===== src/rtl/morse_code_decoder.sv =====
// Decodes a hand-keyed Morse input into ASCII: measures mark/space lengths in
// dit units, assembles dit/dah elements, and strobes one byte per character or word gap.
module morse_code_decoder #(
  parameter int DIT_CYCLES     = 1_200_000,
  parameter int DAH_UNITS      = 2,
  parameter int CHAR_GAP_UNITS = 2,
  parameter int WORD_GAP_UNITS = 5
) (
  input  logic       clk,
  input  logic       rst_n,
  input  logic       morse_in,
  output logic [7:0] char_data,
  output logic       char_valid,
  output logic       key_active
);

  localparam int PW = (DIT_CYCLES > 2) ? $clog2(DIT_CYCLES) : 1;
  localparam logic [PW-1:0] PRE_MAX   = PW'(DIT_CYCLES - 1);
  localparam logic [2:0]    DAH_U     = 3'(DAH_UNITS);
  localparam logic [2:0]    CHAR_GAP  = 3'(CHAR_GAP_UNITS);
  localparam logic [2:0]    WORD_GAP  = 3'(WORD_GAP_UNITS);

  typedef enum logic [1:0] {IDLE, MARK, GAP, WORD_WAIT} state_t;

  state_t          state;
  logic            sync1, key_s, key_q;
  logic [PW-1:0]   prescaler;
  logic [2:0]      units;
  logic [5:0]      code;
  logic [2:0]      len;
  logic            ovf;
  logic            rise, fall;

  assign rise       = key_s & ~key_q;
  assign fall       = ~key_s & key_q;
  assign key_active = key_s;

  // Matches the full code register; bits above len are always zero because
  // the register is cleared whenever a character is emitted.
  function automatic logic [7:0] lookup(input logic [5:0] c, input logic [2:0] n,
                                        input logic o);
    logic [7:0] ch;
    ch = "?";
    case ({n, c})
      {3'd1, 6'b000000}: ch = "E";
      {3'd1, 6'b000001}: ch = "T";
      {3'd2, 6'b000000}: ch = "I";
      {3'd2, 6'b000001}: ch = "A";
      {3'd2, 6'b000010}: ch = "N";
      {3'd2, 6'b000011}: ch = "M";
      {3'd3, 6'b000000}: ch = "S";
      {3'd3, 6'b000001}: ch = "U";
      {3'd3, 6'b000010}: ch = "R";
      {3'd3, 6'b000011}: ch = "W";
      {3'd3, 6'b000100}: ch = "D";
      {3'd3, 6'b000101}: ch = "K";
      {3'd3, 6'b000110}: ch = "G";
      {3'd3, 6'b000111}: ch = "O";
      {3'd4, 6'b000000}: ch = "H";
      {3'd4, 6'b000001}: ch = "V";
      {3'd4, 6'b000010}: ch = "F";
      {3'd4, 6'b000100}: ch = "L";
      {3'd4, 6'b000110}: ch = "P";
      {3'd4, 6'b000111}: ch = "J";
      {3'd4, 6'b001000}: ch = "B";
      {3'd4, 6'b001001}: ch = "X";
      {3'd4, 6'b001010}: ch = "C";
      {3'd4, 6'b001011}: ch = "Y";
      {3'd4, 6'b001100}: ch = "Z";
      {3'd4, 6'b001101}: ch = "Q";
      {3'd5, 6'b011111}: ch = "0";
      {3'd5, 6'b001111}: ch = "1";
      {3'd5, 6'b000111}: ch = "2";
      {3'd5, 6'b000011}: ch = "3";
      {3'd5, 6'b000001}: ch = "4";
      {3'd5, 6'b000000}: ch = "5";
      {3'd5, 6'b010000}: ch = "6";
      {3'd5, 6'b011000}: ch = "7";
      {3'd5, 6'b011100}: ch = "8";
      {3'd5, 6'b011110}: ch = "9";
      default:           ch = "?";
    endcase
    if (o) ch = "?";
    return ch;
  endfunction

  always_ff @(posedge clk or negedge rst_n) begin
    if (!rst_n) begin
      sync1 <= 1'b0;
      key_s <= 1'b0;
      key_q <= 1'b0;
    end else begin
      sync1 <= morse_in;
      key_s <= sync1;
      key_q <= key_s;
    end
  end

  // The edge cycle itself is tick 0 of the new interval, so the prescaler
  // restarts at 1 and units reads whole elapsed units at the next edge.
  always_ff @(posedge clk or negedge rst_n) begin
    if (!rst_n) begin
      prescaler <= '0;
      units     <= '0;
    end else if (rise || fall) begin
      prescaler <= PW'(1);
      units     <= '0;
    end else if (prescaler == PRE_MAX) begin
      prescaler <= '0;
      if (units != 3'd7) units <= units + 3'd1;
    end else begin
      prescaler <= prescaler + PW'(1);
    end
  end

  always_ff @(posedge clk or negedge rst_n) begin
    if (!rst_n) begin
      state      <= IDLE;
      code       <= '0;
      len        <= '0;
      ovf        <= 1'b0;
      char_data  <= 8'h00;
      char_valid <= 1'b0;
    end else begin
      char_valid <= 1'b0;
      case (state)
        IDLE: if (rise) state <= MARK;
        MARK: begin
          if (fall) begin
            if (len == 3'd6) begin
              ovf <= 1'b1;
            end else begin
              code <= {code[4:0], (units >= DAH_U)};
              len  <= len + 3'd1;
            end
            state <= GAP;
          end
        end
        GAP: begin
          if (rise) begin
            state <= MARK;
          end else if (units == CHAR_GAP) begin
            char_data  <= lookup(code, len, ovf);
            char_valid <= 1'b1;
            code       <= '0;
            len        <= '0;
            ovf        <= 1'b0;
            state      <= WORD_WAIT;
          end
        end
        WORD_WAIT: begin
          if (rise) begin
            state <= MARK;
          end else if (units == WORD_GAP) begin
            char_data  <= 8'h20;
            char_valid <= 1'b1;
            state      <= IDLE;
          end
        end
        default: state <= IDLE;
      endcase
    end
  end

endmodule


===== config.mk =====
export PLATFORM = sky130hd
export DESIGN_NAME = morse_code_decoder
export DESIGN_NICKNAME = d
export VERILOG_FILES = /design/src/rtl/morse_code_decoder.sv
export SDC_FILE = /design/constraint.sdc
export NUM_CORES = 1
export LEC_CHECK = 0
export ABC_AREA = 1
export CORE_MARGIN = 3
export CORE_UTILIZATION = 50
export CTS_CLUSTER_SIZE = 16
export DETAILED_ROUTE_END_ITERATION = 7
export GPL_ROUTABILITY_DRIVEN = 0
export HOLD_SLACK_MARGIN = 0.05
export PLACE_DENSITY_LB_ADDON = 0.1
export SYNTH_ARGS = -nofsm -noshare
export SYNTH_HDL_FRONTEND = slang
export SYNTH_SLANG_ARGS = --single-unit
export TNS_END_PERCENT = 30

===== constraint.sdc =====
create_clock -name clk -period 2.15 [get_ports clk]
set_clock_uncertainty 0.05 [all_clocks]
set_input_delay 0.43 -clock clk [delete_from_list [all_inputs] [get_ports clk]]
set_output_delay 0.43 -clock clk [all_outputs]
set_load 0.005 [all_outputs]

Word-level counts from Yosys, hierarchy flattened
Cells that the tools add are included.
{ "word_totals": {"regBits": 48, "out_inout_bits": 10} }
{ "op_classes": {"addsub": 3, "n_bitwise": 4, "reduce_logical": 11, "order_cmp": 1, "muxes": 39, "n_eq_ne": 54} }
{ "op_table": {"columns": ["cell", "count"], "rows": [
  ["$pmux W7 S36", 1],
  ["$eq A9 B9 Y1 const B", 22],
  ["$eq A9 B8 Y1 const B", 12],
  ["$mux W21", 2],
  ["$mux W8", 5],
  ["$mux W6", 4],
  ["$add A21 B1 Y21 const B", 1],
  ["$eq A21 B21 Y1 const B", 1],
  ["$mux W3", 7],
  ["$eq A9 B7 Y1 const B", 2],
  ["$ne A2 B2 Y1 const B", 8],
  ["$pmux W8 S2", 1],
  ["$reduce_and A5 Y1", 3],
  ["$mux W2", 6],
  ["$pmux W6 S2", 1],
  ["$ne A3 B3 Y1 const B", 3],
  ["$mux W1", 8],
  ["$pmux W2 S4", 1],
  ["$reduce_bool A2 Y1", 4],
  ["$add A3 B1 Y3 const B", 2],
  ["$eq A3 B3 Y1 const B", 2],
  ["$pmux W3 S2", 1],
  ["$eq A2 B2 Y1 const B", 2],
  ["$pmux W1 S2", 2],
  ["9 further kinds", 11]
]} }

Depth between registers and ports, before layout
Gate-level depths: netlist of the first run.
{ "logic_depth": {"ltp_word": 6, "depth_mapped": 12, "ltp_nobuf": 12} }

Worst setup path after synthesis of the first run
Ideal clock, no wire load.
{ "synth_timing": {"kind": "reg2reg", "startpoint": "reg units[0]", "endpoint": "reg char_data[5]", "setup_slack_ns": 0.484, "setup_ns": 0.117, "stages_incl_launch_ff": 12, "arrival_time_ns": 1.499, "period_less_slack_ns": 1.666, "path_cell_list": "dfrtp_1 inv_1 ha_1 inv_1 nor2_1 inv_1 nor2_4 a31oi_1 nor3_1 nand2_1 nor2_1 nor2_1"} }
{ "synth_via": {"elab_chain_cells": 3, "elab_cells_between_ends": 5} }
{ "synth_rtl": {"columns": ["element", "line_no", "rtl"], "rows": [
  ["start, declared", "28", "logic [2:0] units;"],
  ["start signal, assigned", "110", "if (units != 3'd7) units <= units + 3'd1;"],
  ["$eq A3 B3 Y1 or $eq A3 B2 Y1 (tied branches)", "154, 142", null],
  ["$ne A2 B2 Y1 (no line)", null, null],
  ["$reduce_and A5 Y1 (no line) *", null, null],
  ["end signal, assigned", "143", "char_data <= lookup(code, len, ovf);"],
  ["end, declared", "12", "output logic [7:0] char_data,"]
]} }
Every way passes the cells marked *; elsewhere a longest branch is shown, timed or not.
A chain may end at the register's enable or synchronous reset.

Worst setup path after layout of the first run
{ "layout_timing": {"startpoint": "reg units[0]", "endpoint": "reg code[3]"} }
{ "layout_via": {"elab_chain_cells": 3} }
{ "layout_rtl": {"columns": ["element", "line_no", "rtl"], "rows": [
  ["$eq A3 B2 Y1", "142", "end else if (units == CHAR_GAP) begin"],
  ["$ne A2 B2 Y1 (no line)", null, null],
  ["$reduce_and A5 Y1 (no line)", null, null],
  ["end signal, assigned", "133", "code <= {code[4:0], (units >= DAH_U)};"],
  ["end, declared", "29", "logic [5:0] code;"]
]} }
Every way passes these cells.

==> metrics, run 1 <==
Residual DRC=0; highest metal used=met4; FP Rows=27; die span in y=84.3 um; Core Area=5710 um^2; initial antenna violation count=0; cell internal pwr=2030 uW; CTS tree=done; Worst setup SP type=flop; Worst Path Arrival=2.05 ns; Die W=84.3 um; total die area=7100 um^2; clock root buffer=clkbuf_8; fraction of layout instances using a drive strength above 1=7.53%; P_leak=0.00168 uW; fin nets=478; fin crit period=1.88 ns; DR iter-0 viols=150; Vias=2902; WHS Path Cells=0; setup bufs post-CTS=0; vias in the first global route=2826; WL/cell=13.0 um; synthesized area=3060 um^2; P_sw=1620 uW; RSZ-0062 raised after global routing=no; Max Freq=531 MHz; terminus of the critical flop-to-flop path=code[3]$_DFFE_PN0P_; met2 WL=3550 um; CTS Buf Count=5; area grow syn2layout=10.4%; pin count of the biggest net entering global routing=20; #FFs+latches synth=47; status=finished, final reports clean; total grt overflow=0; gr usage total=20.9%; flop2flop setup slack=0.27 ns; Vias/cell=5.40; Power Density=1080 nW/um^2; CTS sink count=47; H-tree Lvls=2; Max VDD drop=0.476 mV; Max Buffers Root-to-Sink=2; most frequent cells in the layout=nand2_1, nor2_1, inv_1, dfrtp_1, nand3_1; TNS Setup=0 ns; Cell variety after synth=33; MaxCap Viol Count=0; Hold WC Path Type=reg2reg; sw frac=44.3%; Place WS=0.198 ns; Clock power frac=17.8%; final slew viol count=0; antenna diode count=0; WL met3=296 um; first-pass GRT wire length=12300 um; Post-Route WL=7000 um; HPWL after DPL=5520 um; final worst slack=0.268 ns; PortBufs=11; combinational share of power=47.8%; FF-to-FF path depth=10; crit path kind=reg2reg; clk slew on worst S/H paths=0.09 ns; I/O pin total=13; Avg Inst Size Synth=6.87 um^2; RR Startpoint=units[0]$_DFFE_PN0P_; Cells after Synth=446; HP Start=sync1$_DFF_PN0_; clk_lat worst skew=0.30 ns; Final Hold Viols=0; Ys Warns=0; Reg power frac=34.4%; Critical Path End Type=flop; WP data required=2.31 ns; Final setup viols=0; WHS Endpoint=key_active$_DFF_PN0_; Initial Utilization=53.7%; Final period util=87.5%; CP Max Fanout=7; wl on met1=2950 um; Seq/Total Area, Yosys=38.4%; DRT antenna net count=0; Mapped Nets=460; commonest non-fill, non-tap cell in the layout=nand2_1; DR pass1 iterations=5
[cells in the mapped netlist]
master,n,area share (%)
a31oi_1,3,0.61
nor2_1,70,8.6
o311ai_0,1,0.29
inv_2,2,0.25
nand3_1,30,4.9
and3_1,1,0.20
nor3_2,1,0.33
o2111ai_1,1,0.29
o211ai_1,1,0.25
nand2_1,116,14
o21ai_0,23,3.8
nor2_2,8,1.6
o21ai_2,1,0.29
xor2_1,1,0.29
nand3_2,1,0.33
o31ai_1,1,0.25
or2_2,1,0.20
nor2_4,3,1.1
nand3b_1,1,0.25
nand2_2,4,0.82
nor4_1,4,0.82
a21oi_1,15,2.4
o21a_1,2,0.49
nor3_1,12,2.0
buf_6,1,0.37
ha_1,11,4.5
nand4_1,10,2.0
o22ai_1,6,1.2
nand4_2,1,0.41
buf_4,3,0.73
conb_1,1,0.12
inv_1,63,7.7
dfrtp_1,47,38
[timing repair]
action | CTS | global route
hold endpoints to repair | 13 | 0
gates resized for setup | 0 | 2
hold buffers | 1 | 0
endpoints found under the setup margin | 0 | 8
[critical path: stages, from the launching register on]
cell and delay (ns):
dfrtp_1 0.43, inv_1 0.09, ha_1 0.17, inv_1 0.04, nor2_1 0.15, inv_1 0.11
a21oi_1 0.16, nand2_1 0.12, nor2_4 0.16, nand2_1 0.16, o22ai_1 0.15
[power by group through the flow]
| stage | sequential (uW) | combinational, uW | clock (uW) |
|---|---|---|---|
| 6_report | 1250 | 1740 | 650 |
| 5_1_grt | 1280 | 1990 | 716 |
| 4_1_cts | 1250 | 1730 | 673 |
| 3_5_place_dp | 1270 | 1720 | 0 |
| 3_3_place_gp | 1260 | 1700 | 0 |
| 2_1_floorplan | 1230 | 1300 | 0 |
[worst max-delay path by stage]
stage                                start                        to  slack [ns]  cells past startpoint
global placement      units[0]$_DFFE_PN0P_  char_data[5]$_DFFE_PN0P_        0.25                     10
finish                units[0]$_DFFE_PN0P_       code[3]$_DFFE_PN0P_        0.27                     10
global route        prescaler[0]$_DFF_PN0_    prescaler[9]$_DFF_PN0_        0.04                      8
CTS                   units[0]$_DFFE_PN0P_       code[4]$_DFFE_PN0P_        0.17                     10
detailed placement    units[0]$_DFFE_PN0P_  char_data[5]$_DFFE_PN0P_        0.20                     10
floorplan             units[0]$_DFFE_PN0P_  char_data[5]$_DFFE_PN0P_        0.48                     11
[cells by family after synthesis]
logic type / synth area share [%]
other cells: 0.122
flops: 38.4
xor+xnor: 0.286
buf+inv: 9.07
simple gates: 37.8
fa+ha+maj: 4.49
compound gates: 9.88
[routing by layer]
metal / vias up / global-route usage, %
li1: 1471 / -
met1: 1327 / 24.6
met3: 20 / 3.24
met2: 84 / 37.7
met5: - / 0
met4: 0 / 8.92
[state kept, by name (all words and copies together) (netlist names), 2 cells and up]
register / flops
prescaler: 21
code: 6
len: 3
units: 3
state: 2
char_data: 7
[area by class of cell]
class / count / area, um^2
multi-input cells: 330 / 1620
clock inverters: 3 / 43.8
clock buffers: 5 / 68.8
flip-flops and latches: 47 / 1180
fillers: 553 / 2330
well taps: 72 / 90.1
repair buffers: 15 / 138
inverters: 65 / 244
[per-stage QoR]
stage               utilization, %  total power (uW)  std cells  hold WS, ns  instance area [um^2]
detailed placement            56.9              2990        528        0.285                  3250
finish                        59.2              3650        537        0.305                  3380
global placement              56.9              2960        528        0.283                  3250
CTS                           59.0              3660        537        0.307                  3370
floorplan                        -              2520        446       0.0844                  3060
global route                  59.2              3990        537        0.316                  3380
Note: power is estimated with default switching activity, not from simulation.
==> run 2, diff against run 1 <==
Settings changed: CAP_MARGIN set to 0.
==> results of run 2 <==
Same layout as run 1: the final DEF is identical, and so are final timing and power.
